$ cat config.mk
export PLATFORM = sky130hd
export DESIGN_NAME = tbu_lifo
export DESIGN_NICKNAME = d
export VERILOG_FILES = /design/src/rtl/tbu_lifo.sv
export SDC_FILE = /design/constraint.sdc
export NUM_CORES = 1
export LEC_CHECK = 0
export ABC_AREA = 1
export CORE_MARGIN = 1.5
export CORE_UTILIZATION = 55
export DETAILED_ROUTE_END_ITERATION = 7
export GPL_ROUTABILITY_DRIVEN = 1
export PLACE_DENSITY = 0.71
export SYNTH_ARGS = -nofsm -noshare
export SYNTH_HDL_FRONTEND = slang
export SYNTH_SLANG_ARGS = --single-unit
export TNS_END_PERCENT = 30
$ cat constraint.sdc
create_clock -name clk -period 2.2 [get_ports clk]
set_input_delay 0.44 -clock clk [delete_from_list [all_inputs] [get_ports clk]]
set_output_delay 0.44 -clock clk [all_outputs]
set_load 0.02 [all_outputs]
$ cat src/rtl/tbu_lifo.sv
// Viterbi traceback output reorder: ping-pong capture of newest-first windows,
// replayed oldest-first with valid/last qualifiers.
module tbu_lifo #(
  parameter  int DEPTH = 64,
  localparam int AW    = $clog2(DEPTH)
) (
  input  logic clk,
  input  logic rst,
  input  logic d_in,
  input  logic wr_en,
  output logic d_out,
  output logic d_valid,
  output logic d_last,
  output logic overflow,
  output logic busy
);

  typedef enum logic [1:0] {W_IDLE = 2'd0, W_FILL = 2'd1, W_BLOCK = 2'd2} wstate_e;
  typedef enum logic       {R_IDLE = 1'b0, R_POP = 1'b1} rstate_e;

  localparam logic [AW:0] WPTR_END = DEPTH[AW:0];

  wstate_e                   wstate_q, wstate_d;
  rstate_e                   rstate_q, rstate_d;
  logic [1:0][DEPTH-1:0]     bank_q, bank_d;
  logic [1:0][AW:0]          len_q, len_d;
  logic [1:0]                full_q, full_d;
  logic                      wsel_q, wsel_d;
  logic                      rsel_q, rsel_d;
  logic [AW:0]               wptr_q, wptr_d;
  logic [AW-1:0]             rptr_q, rptr_d;
  logic                      wr_en_q;
  logic                      ovf_q, ovf_d;
  logic                      d_out_q, d_out_d;
  logic                      d_valid_q, d_valid_d;
  logic                      d_last_q, d_last_d;
  logic                      close_edge;
  logic [AW:0]               len_m1;

  assign close_edge = wr_en_q & ~wr_en;
  assign len_m1     = len_q[rsel_q] - 1'b1;

  always_ff @(posedge clk) begin
    if (rst) begin
      wstate_q  <= W_IDLE;
      rstate_q  <= R_IDLE;
      len_q     <= '0;
      full_q    <= '0;
      wsel_q    <= 1'b0;
      rsel_q    <= 1'b0;
      wptr_q    <= '0;
      rptr_q    <= '0;
      wr_en_q   <= 1'b0;
      ovf_q     <= 1'b0;
      d_out_q   <= 1'b0;
      d_valid_q <= 1'b0;
      d_last_q  <= 1'b0;
    end else begin
      wstate_q  <= wstate_d;
      rstate_q  <= rstate_d;
      len_q     <= len_d;
      full_q    <= full_d;
      wsel_q    <= wsel_d;
      rsel_q    <= rsel_d;
      wptr_q    <= wptr_d;
      rptr_q    <= rptr_d;
      wr_en_q   <= wr_en;
      ovf_q     <= ovf_d;
      d_out_q   <= d_out_d;
      d_valid_q <= d_valid_d;
      d_last_q  <= d_last_d;
    end
  end

  // Bank contents need no reset; stale bits are never replayed past len.
  always_ff @(posedge clk) bank_q <= bank_d;

  always_comb begin
    wstate_d = wstate_q;
    case (wstate_q)
      W_IDLE:  if (wr_en) wstate_d = full_q[wsel_q] ? W_BLOCK : W_FILL;
      W_FILL:  if (close_edge) wstate_d = W_IDLE;
      W_BLOCK: if (!wr_en) wstate_d = W_IDLE;
      default: wstate_d = W_IDLE;
    endcase
    rstate_d = rstate_q;
    case (rstate_q)
      R_IDLE:  if (full_q[rsel_q]) rstate_d = R_POP;
      R_POP:   if (rptr_q == '0) rstate_d = R_IDLE;
      default: rstate_d = R_IDLE;
    endcase
  end

  // Capture and replay only ever touch different banks' full flags, so the
  // two case blocks below can share full_d without ordering concerns.
  always_comb begin
    bank_d    = bank_q;
    len_d     = len_q;
    full_d    = full_q;
    wsel_d    = wsel_q;
    rsel_d    = rsel_q;
    wptr_d    = wptr_q;
    rptr_d    = rptr_q;
    ovf_d     = 1'b0;
    d_out_d   = 1'b0;
    d_valid_d = 1'b0;
    d_last_d  = 1'b0;
    case (wstate_q)
      W_IDLE: begin
        if (wr_en) begin
          if (full_q[wsel_q]) begin
            ovf_d = 1'b1;
          end else begin
            bank_d[wsel_q][0] = d_in;
            wptr_d            = {{AW{1'b0}}, 1'b1};
          end
        end
      end
      W_FILL: begin
        if (close_edge) begin
          len_d[wsel_q]  = wptr_q;
          full_d[wsel_q] = 1'b1;
          wsel_d         = ~wsel_q;
        end else if (wptr_q == WPTR_END) begin
          ovf_d = 1'b1;
        end else begin
          bank_d[wsel_q][wptr_q[AW-1:0]] = d_in;
          wptr_d                         = wptr_q + 1'b1;
        end
      end
      W_BLOCK: if (wr_en) ovf_d = 1'b1;
      default: ;
    endcase
    case (rstate_q)
      R_IDLE: if (full_q[rsel_q]) rptr_d = len_m1[AW-1:0];
      R_POP: begin
        d_out_d   = bank_q[rsel_q][rptr_q];
        d_valid_d = 1'b1;
        d_last_d  = (rptr_q == '0);
        if (rptr_q == '0) begin
          full_d[rsel_q] = 1'b0;
          rsel_d         = ~rsel_q;
        end else begin
          rptr_d = rptr_q - 1'b1;
        end
      end
      default: ;
    endcase
  end

  assign d_out    = d_out_q;
  assign d_valid  = d_valid_q;
  assign d_last   = d_last_q;
  assign overflow = ovf_q;
  assign busy     = (wstate_q != W_IDLE) | full_q[0] | full_q[1] | d_valid_q;

endmodule

==> results.yml <==
place:
  dp_cells: 1241
  post-dp-hpwl_um: 13600
  gp_congestion: 0.862
  dp_slack_ns: -0.0998
  numPortBuffers: 8
sta:
  grt_setup_unrepaired: "no"
  holdWs_ns: 0.503
  worst_slack_ns: 0.120
  hold_violations: 0
  fin_skew_ns: 0.00924
  period_share: 0.945
  finalSetupViolations: 0
  maxSlewHeadroom: 0.637
  clock.fmax_mhz: 481
  finalMaxSlewViolations: 0
  period_minus_slack_ns: 2.08
  tightestPinTransition_ns: 0.544
clock_tree:
  cts_htree_levels: 4
  post-cts-setup-buffers: 0
  root_buffer: "clkbuf_16"
  clk_path_buf_depth: 2
  cts_sinks: 165
  clk_latency_ns: 0.44
  cts_buffers: 17
  postCtsResizedCells: 0
  cts_tree: "yes"
  clkSlewWorstSetupHoldPaths_ns: 0.07
  holdBufCountCts: 0
final_layout:
  instances_no_fill: 1273
  layout_common_cells: "nand2_1, nor2_1, edfxtp_1"
  area_growth_pct: 13.7
  final_common_cell: "nand2_1"
  drive_gt1_frac: 0.110
  fillers: 1340
  fin_nets: 1079
  fin_util: 0.636
  insertedDiodeCount: 0
worst_setup_path:
  cp.required_ns: 1.76
  path_cells: "nor2_1, nand3_1, clkdlybuf4s50_1"
  cp.buffers_inverters: 1
  worst_path_max_delay_cell: "clkdlybuf4s50_1"
  end_kind: "output pin"
  critical_path_class: "flip-flop to output pin"
  startpoint_type: "flip-flop"
  cp_max_fo: 3
  cpPeakStageDelay_ns: 0.54
  worst-endpoint-arrival_ns: 1.64
  crit_family: "buffers and inverters"
global_route:
  grt_max_degree: 75
  grt_pass1_vias: 7068
  grt_use_total: 0.294
  grt_first_pass_wirelength_um: 35900
  antenna_found_initial: 0
  grt_overflow: 0
logic_synthesis:
  netlist_instances: 1056
  yosys.area.top_type: "edfxtp_1"
  ys_types: 36
  synthTopCellsByArea: "edfxtp_1, nand2_1, nor2_1, dfxtp_1, nand3_1"
  seq_area_frac_synth: 0.543
  synth.cell_area_mm2: 0.00844
  ys_seq_elements: 165
  synth.net_count: 1063
  yosysWarnings: 0
  synth_top_area_frac: 0.455
  syn_avg_cell_area_um2: 7.99
routing:
  routedWlPerCell_um: 17.4
  ant_nets: 0
  dr.pass1.iters: 5
  drt_iter0_drc: 856
  viasPerCell: 5.72
  drc_errors: 0
  via_count: 7284
  drt_wl_total_um: 22200
power:
  vdd_ir_drop_max_uv: 574
  p_leak_nw: 3.43
  p_per_area_mw_per_mm2: 729
  total_power_mw: 7.00
floorplan:
  die-width_um: 127
  die_area_mm2: 0.0161
  die_y_um: 127
  start_util: 0.559
  top_level_ports: 9
  fp.coreArea_mm2: 0.0151
  row_count: 45
outcome:
  status: "complete, no violations"
hold_path:
  hold_path.class: "flip-flop to flip-flop"
run:
  drv_cap: 0
-- layer usage --
| metal | global-route usage | vias up | wire [µm] |
|---|---|---|---|
| met4 | 0.131 | 0 | 564 |
| met1 | 0.386 | 3433 | 9320 |
| met2 | 0.475 | 313 | 10600 |
| met5 | 0 | - | 0 |
| met3 | 0.0595 | 38 | 1700 |
| li1 | - | 3500 | - |
-- per-stage QoR --
| step | area, µm² | TNS [ns] |
|---|---|---|
| after floorplan | 8440 | 0 |
| after global placement | 9000 | -1.68 |
| after detailed placement | 9000 | -3.13 |
| after CTS | 9600 | 0 |
| after global routing | 9600 | 0 |
| final | 9600 | 0 |
-- flip-flops by register name, summed over array words and instances (netlist names) --
signal	count
bank_q	128
d_last	1
d_out	1
d_valid	1
full_q	2
len_q	12
overflow	1
rptr_q	6
rsel_q	1
rstate_q	1
wptr_q	7
wr_en_q	1
wsel_q	1
wstate_q	2
-- cell families after synthesis --
kind of cell	Yosys count	share of synthesized area
flops	165	0.543
fa+ha+maj	3	0.00445
xor+xnor	4	0.00415
buf+inv	122	0.0593
compound gates	90	0.0569
simple gates	672	0.332
-- worst paths after layout --
path / end / slack, ns / start / depth (start not counted)
setup / recovery: busy / 0.12 / wstate_q[1]$_SDFFE_PP0P_ / 3
hold / removal: full_q[1]$_SDFF_PP0_ / 0.50 / full_q[1]$_SDFF_PP0_ / 2
setup reg to reg: rptr_q[2]$_SDFFE_PP0P_ / 0.13 / rptr_q[2]$_SDFFE_PP0P_ / 8
hold reg to reg: full_q[1]$_SDFF_PP0_ / 0.50 / full_q[1]$_SDFF_PP0_ / 2
-- cells in the mapped netlist --
cell      instances
and3_1            1
nor3_2            9
or2_1             1
a21boi_0          1
buf_1             6
nand3_4           1
a21oi_1          34
a31oi_1           1
o211ai_1          4
buf_2            30
inv_1            45
a211oi_1          1
xor2_1            1
or2_2             2
xnor2_1           3
nand4_1           2
clkbuf_2          1
nor2_1          256
o21ai_2           2
dfxtp_1          37
o221ai_1          1
o21ai_1           2
inv_2            12
clkinv_1          1
clkbuf_1         26
nor2_2            2
edfxtp_1        128
nor3_1           66
o21ai_0          43
buf_4             1
nor2_4            2
nand3_1          68
ha_1              3
nand3_2           1
o21a_1            1
nand2_1         261
-- worst register-to-register path, cell delays in order (launching register included) --
cell,delay (ns)
dfxtp_1,0.48
nor2_2,0.41
nand4_1,0.15
nor2_1,0.19
inv_1,0.11
o21ai_2,0.17
inv_2,0.12
o221ai_1,0.24
inv_1,0.08
-- final cells by class --
| class | count | area [µm²] | share of cell area |
|---|---|---|---|
| clock buffer | 23 | 532 | 0.0554 |
| clock inverter | 9 | 60.1 | 0.00626 |
| inverter | 58 | 218 | 0.0227 |
| multi-input combinational | 769 | 3360 | 0.351 |
| sequential | 165 | 4590 | 0.478 |
| tap | 188 | 235 | 0.0245 |
| timing repair buffer | 61 | 603 | 0.0628 |
-- report_power, final --
| group | internal [mW] | leakage [nW] | switching, mW | total (mW) |
|---|---|---|---|---|
| Clock | 1.71 | 0.300 | 1.25 | 2.96 |
| Combinational | 0.220 | 1.71 | 0.458 | 0.678 |
| Sequential | 3.34 | 1.42 | 0.0234 | 3.36 |
(Power assumes the default switching activity.)
